<file path="config.mk">
export PLATFORM = sky130hd
export DESIGN_NAME = trng_pool_fifo
export DESIGN_NICKNAME = d
export VERILOG_FILES = /design/src/rtl/trng_pkg.sv /design/src/rtl/trng_rr_arbiter.sv /design/src/rtl/trng_pool_fifo.sv
export SDC_FILE = /design/constraint.sdc
export NUM_CORES = 1
export LEC_CHECK = 0
export CORE_MARGIN = 8
export CORE_UTILIZATION = 50
export DETAILED_ROUTE_END_ITERATION = 8
export GPL_TIMING_DRIVEN = 0
export MAX_ROUTING_LAYER = met4
export PLACE_DENSITY = 0.68
export SYNTH_ARGS = -nofsm -noshare
export SYNTH_HDL_FRONTEND = slang
export SYNTH_SLANG_ARGS = --single-unit
</file>
<file path="constraint.sdc">
create_clock -name clk -period 6.5 [get_ports clk]
set_input_delay 1.3 -clock clk [delete_from_list [all_inputs] [get_ports clk]]
set_output_delay 1.3 -clock clk [all_outputs]
set_load 0.01 [all_outputs]
</file>
<file path="src/rtl/trng_pkg.sv">
// Shared constants for the multi-channel TRNG entropy pool.
// Mode encodings, default word width and channel limit.
package trng_pkg;

    localparam logic TRNG_MODE_BLOCKING  = 1'b0;
    localparam logic TRNG_MODE_OVERWRITE = 1'b1;

    localparam int TRNG_DEFAULT_DBW = 32;
    localparam int TRNG_MAX_CH      = 8;

endpackage

</file>
<file path="src/rtl/trng_rr_arbiter.sv">
// Round-robin arbiter: one-hot grant starting the search at ptr.
// ptr advances past the granted channel; holds when nothing is granted.
module trng_rr_arbiter
    import trng_pkg::*;
#(
    parameter int N_CH = 2
) (
    input  logic            clk,
    input  logic            reset,
    input  logic            en,
    input  logic [N_CH-1:0] req,
    output logic [N_CH-1:0] gnt
);

    localparam int PTR_W = (N_CH > 1) ? $clog2(N_CH) : 1;

    logic [PTR_W-1:0] ptr;
    logic [PTR_W-1:0] idx;
    logic [PTR_W-1:0] gnt_idx;
    logic             found;

    always_comb begin
        gnt     = '0;
        found   = 1'b0;
        idx     = ptr;
        gnt_idx = ptr;
        for (int i = 0; i < N_CH; i++) begin
            idx = PTR_W'((int'(ptr) + i) % N_CH);
            if (en && !found && req[idx]) begin
                found    = 1'b1;
                gnt_idx  = idx;
                gnt[idx] = 1'b1;
            end
        end
    end

    always_ff @(posedge clk) begin
        if (reset) begin
            ptr <= '0;
        end else if (found) begin
            ptr <= (gnt_idx == PTR_W'(N_CH - 1)) ? '0 : gnt_idx + PTR_W'(1);
        end
    end

endmodule

</file>
<file path="src/rtl/trng_pool_fifo.sv">
// Multi-channel entropy pool: RR-arbitrated sources into one circular
// buffer, with overwrite or back-pressure behaviour when full.
module trng_pool_fifo
    import trng_pkg::*;
#(
    parameter int N_CH        = 2,
    parameter int DBW         = TRNG_DEFAULT_DBW,
    parameter int DEPTH       = 16,
    parameter int BLOCK_WORDS = 4,
    parameter int CNT_W       = 16,
    localparam int ADDR_W     = $clog2(DEPTH)
) (
    input  logic                clk,
    input  logic                reset,
    input  logic                cfg_overwrite,
    input  logic                flush,
    input  logic [N_CH-1:0]     ch_valid,
    input  logic [N_CH*DBW-1:0] ch_data,
    output logic [N_CH-1:0]     ch_ready,
    input  logic                rd_req,
    output logic [DBW-1:0]      rd_data,
    output logic                rd_valid,
    output logic [ADDR_W:0]     occupancy,
    output logic                block_avail,
    output logic [CNT_W-1:0]    ovf_cnt
);

    (* ram_style = "block" *) logic [DBW-1:0] mem [DEPTH];

    logic [ADDR_W-1:0] w_ptr;
    logic [ADDR_W-1:0] r_ptr;
    logic              full;
    logic              empty;
    logic              do_read;
    logic              do_write;
    logic              drop;
    logic              grant_en;
    logic [DBW-1:0]    wdata;

    assign full     = (occupancy == (ADDR_W+1)'(DEPTH));
    assign empty    = (occupancy == '0);
    assign do_read  = rd_req && !empty && !flush;
    assign grant_en = !reset && !flush &&
                      (!full || (cfg_overwrite == TRNG_MODE_OVERWRITE) || do_read);
    assign do_write = |ch_ready;
    // Full with no concurrent pop: the oldest word is sacrificed.
    assign drop     = do_write && full && !do_read;

    trng_rr_arbiter #(
        .N_CH (N_CH)
    ) u_arb (
        .clk   (clk),
        .reset (reset),
        .en    (grant_en),
        .req   (ch_valid),
        .gnt   (ch_ready)
    );

    always_comb begin
        wdata = '0;
        for (int i = 0; i < N_CH; i++) begin
            if (ch_ready[i]) wdata = ch_data[i*DBW +: DBW];
        end
    end

    always_ff @(posedge clk) begin
        if (do_write) mem[w_ptr] <= wdata;
    end

    always_ff @(posedge clk) begin
        if (reset) begin
            w_ptr       <= '0;
            r_ptr       <= '0;
            occupancy   <= '0;
            ovf_cnt     <= '0;
            rd_data     <= '0;
            rd_valid    <= 1'b0;
            block_avail <= 1'b0;
        end else if (flush) begin
            w_ptr       <= '0;
            r_ptr       <= '0;
            occupancy   <= '0;
            rd_valid    <= 1'b0;
            block_avail <= 1'b0;
        end else begin
            rd_valid    <= do_read;
            block_avail <= (occupancy >= (ADDR_W+1)'(BLOCK_WORDS));
            if (do_read) rd_data <= mem[r_ptr];
            if (do_write) w_ptr <= w_ptr + ADDR_W'(1);
            if (do_read || drop) r_ptr <= r_ptr + ADDR_W'(1);
            if (do_write && !do_read && !full) begin
                occupancy <= occupancy + (ADDR_W+1)'(1);
            end else if (do_read && !do_write) begin
                occupancy <= occupancy - (ADDR_W+1)'(1);
            end
            if (drop && (ovf_cnt != '1)) ovf_cnt <= ovf_cnt + CNT_W'(1);
        end
    end

endmodule

</file>
==> impl_metrics.toml <==
[outcome]
status = "completed"

[synthesis]
synth_area_per_cell_um2 = 20.0
yosysSeqAreaShare_pct = 74.3
yosys.area_share.simple_pct = 3.41
ys_ff_latch = 576
synth_fa_ha_area_share_pct = 0.592
synthXorXnorAreaFrac_pct = 0.274
synth_warnings = 0
synth_ff_type = "edfxtp_1"
synthDistinctLibCells = 50
synth_compound_area_share_pct = 4.09
async_flop_share_pct = 0
synth_area_um2 = 22400
synth_top_family_by_area = "multiplexers"
synth_edf_count = 512
syn_nets = 1201
synthCells = 1120
synthMuxAreaShare_pct = 16.0

[power_and_ir_drop]
worst_ir_drop_vdd_mv = 0.220
power_mw = 7.45
p_leak_nw = 8.36
power_density_nw_per_um2 = 278

[setup_path]
critPathKind = "input pin to output port"
cp-start-kind = "input pin"
crit_fanout = 10
crit_path_frequent_cell = "clkdlybuf4s50_1"
crit_family = "buffers and inverters"
worstPathArrival_ns = 4.70
endpoint_kind = "output port"
crit_required_ns = 5.20
critical-path-slowest-cell = "a2111oi_2"
path_buf_inv = 3
crit_chain = "clkdlybuf4s50_1 > nand2b_1 > and4_1 > a2111oi_2 > clkbuf_1 > clkdlybuf4s50_1"
slowest_delay_ns = 1.07

[grt]
grt-ovfl-total = 0
grt_pass1_vias = 12099
antenna_found_initial = 1
grt_pass1_wl_um = 77600
grt_util_all_layers_pct = 20.3
grt_max_degree = 23

[clock_network]
clk_pin_slew_ns = 0.06
htreeDepth = 2
cts_root_buf = "clkbuf_16"
cts_buffer_depth = 3
cts_hold_buffers = 0
post-cts-setup-buffers = 0
clock_sinks = 576
cts_resized = 0
numCtsBuffers = 57
cts_tree = "done"
clk_latency_ns = 0.60

[drt]
antenna_left = 0
drt_first_pass_iters = 5
num_vias = 11666
wl_met1_um = 21600
dr.max_layer_used = "met4"
met3_wirelength_um = 3160
met2_length_um = 26000
drtIter0Drc = 1034
post_drt_wl_per_cell_um = 26.3
viasPerCell = 5.92
routed_wirelength_um = 51800
route.detailed.drc = 0

[final_layout]
instances_no_fill = 1972
area_delta_synth_final_pct = 19.6
final_area_um2 = 26800
nets = 1413
layout_common_cells = "512 x edfxtp_1, 128 x mux4_2, 127 x clkdlybuf4s50_1, 64 x dfxtp_1, 61 x clkbuf_16"
fillerInstances = 3102
multi_input_area_um2 = 5580
final_common_cell = "edfxtp_1"
regArea_um2 = 16700
drive_gt1_share_pct = 22.8

[floorplan]
initial_core_util_pct = 50.7
die-area_um2 = 51900
die_h_um = 228
rows = 77
boundaryPins = 128
coreArea_um2 = 44200
die_w_um = 228

[sta]
timing.final.ws_setup_ns = 0.504
post-route-period-util_pct = 92.2
fin_skew_ns = 0.0170
fmax_mhz = 167
rsz0062_at_grt = "false"
final_max_slew_viol_count = 0
finalHoldViolCount = 0
worst-slew-pin-transition_ns = 1.37
period_minus_slack_ns = 6.00
setup_viol = 0
relSlewSlack_pct = 8.48

[min_path]
hp-class = "flop to flop"

[place]
placed_cells = 1865
place_hpwl_um = 33100
gp_congestion = 0.841
post-place-ws_ns = 0.581
dpl_cell_area_um2 = 25000
io_buffers = 127

[job]
timing.max_cap.violations = 0
[through the flow]
| step | hold slack [ns] | utilization (%) | TNS (ns) |
|---|---|---|---|
| finish | 0.492 | 60.6 | 0 |
| global route | 0.498 | 60.6 | 0 |
| CTS | 0.490 | 60.6 | 0 |
| detailed placement | 0.476 | 56.4 | 0 |
| global placement | 0.470 | 55.2 | -253.85 |
| floorplan | 0.490 | - | 0 |
[worst reg2reg max path, stage by stage, from the launching register on]
cell,delay [ns]
dfxtp_1,0.47
nor4_1,0.15
and4_1,0.28
a2111oi_2,1.07
clkbuf_1,0.71
a22o_1,0.63
[per-layer routing]
metal  vias to the layer above  global-route usage, %
met5                         -                      -
met4                         0                   4.60
met3                        72                   3.98
met2                       388                   33.3
met1                      6114                   26.2
li1                       5092                      -
[area by class of cell]
| cell class | instances | share of cell area (%) |
|---|---|---|
| inverters | 6 | 0.0840 |
| flip-flops and latches | 576 | 62.1 |
| clock inverters | 24 | 0.677 |
| well taps | 592 | 2.76 |
| diodes | 1 | 0.00933 |
| plain buffers | 62 | 0.975 |
| multi-input cells | 476 | 20.8 |
| clock buffers | 82 | 6.21 |
| repair buffers | 153 | 6.32 |
[registers in the layout, indices dropped and copies added (netlist names)]
name         flops
rd_data         32
occupancy        5
mem            512
u_arb.ptr        1
w_ptr            4
rd_valid         1
block_avail      1
r_ptr            4
ovf_cnt         16
[Yosys cell counts (all sizes together) (4+ instances only)]
library cell	number	share of area [%]
dfxtp	64	5.7
edfxtp	512	69
o31ai	12	0.40
or3	4	0.11
xnor2	5	0.20
mux2	34	1.7
clkbuf	41	0.69
nor3	9	0.20
inv	6	0.10
mux2i	33	1.5
or4	10	0.35
o21ai	8	0.18
a22o	32	1.3
ha	9	0.50
a221o	32	1.4
nand3	16	0.36
mux4	128	13
nor2	69	1.2
a21oi	17	0.38
nand2	16	0.27
buf	21	0.48
nand4	5	0.14
[worst paths after layout]
path / from / endpoint / slack, ns / cells past startpoint
worst min-delay path: rd_data[26]$_SDFFE_PP0P_ / rd_data[26]$_SDFFE_PP0P_ / 0.49 / 1
worst max register to register: occupancy[0]$_SDFFE_PP0P_ / mem[12][5]$_DFFE_PP_ / 2.93 / 5
worst min register to register: rd_data[26]$_SDFFE_PP0P_ / rd_data[26]$_SDFFE_PP0P_ / 0.49 / 1
worst max-delay path: rd_req / ch_ready[0] / 0.50 / 6
[where the power goes]
| part | leakage [nW] | internal, mW | switching, mW |
|---|---|---|---|
| clock | 0.914 | 1.86 | 1.35 |
| combinational | 2.21 | 0.0836 | 0.113 |
| sequential | 5.23 | 4.03 | 0.00704 |
[cell families after synthesis]
kind of cell / count (synthesis)
and+or+nand+nor: 152
AOI/OAI and AO/OA: 112
adders and majority gates: 10
muxes: 195
DFF: 576
buffers and inverters: 68
xor gates and xnor gates: 7
Power figures use the tool's default switching activity.
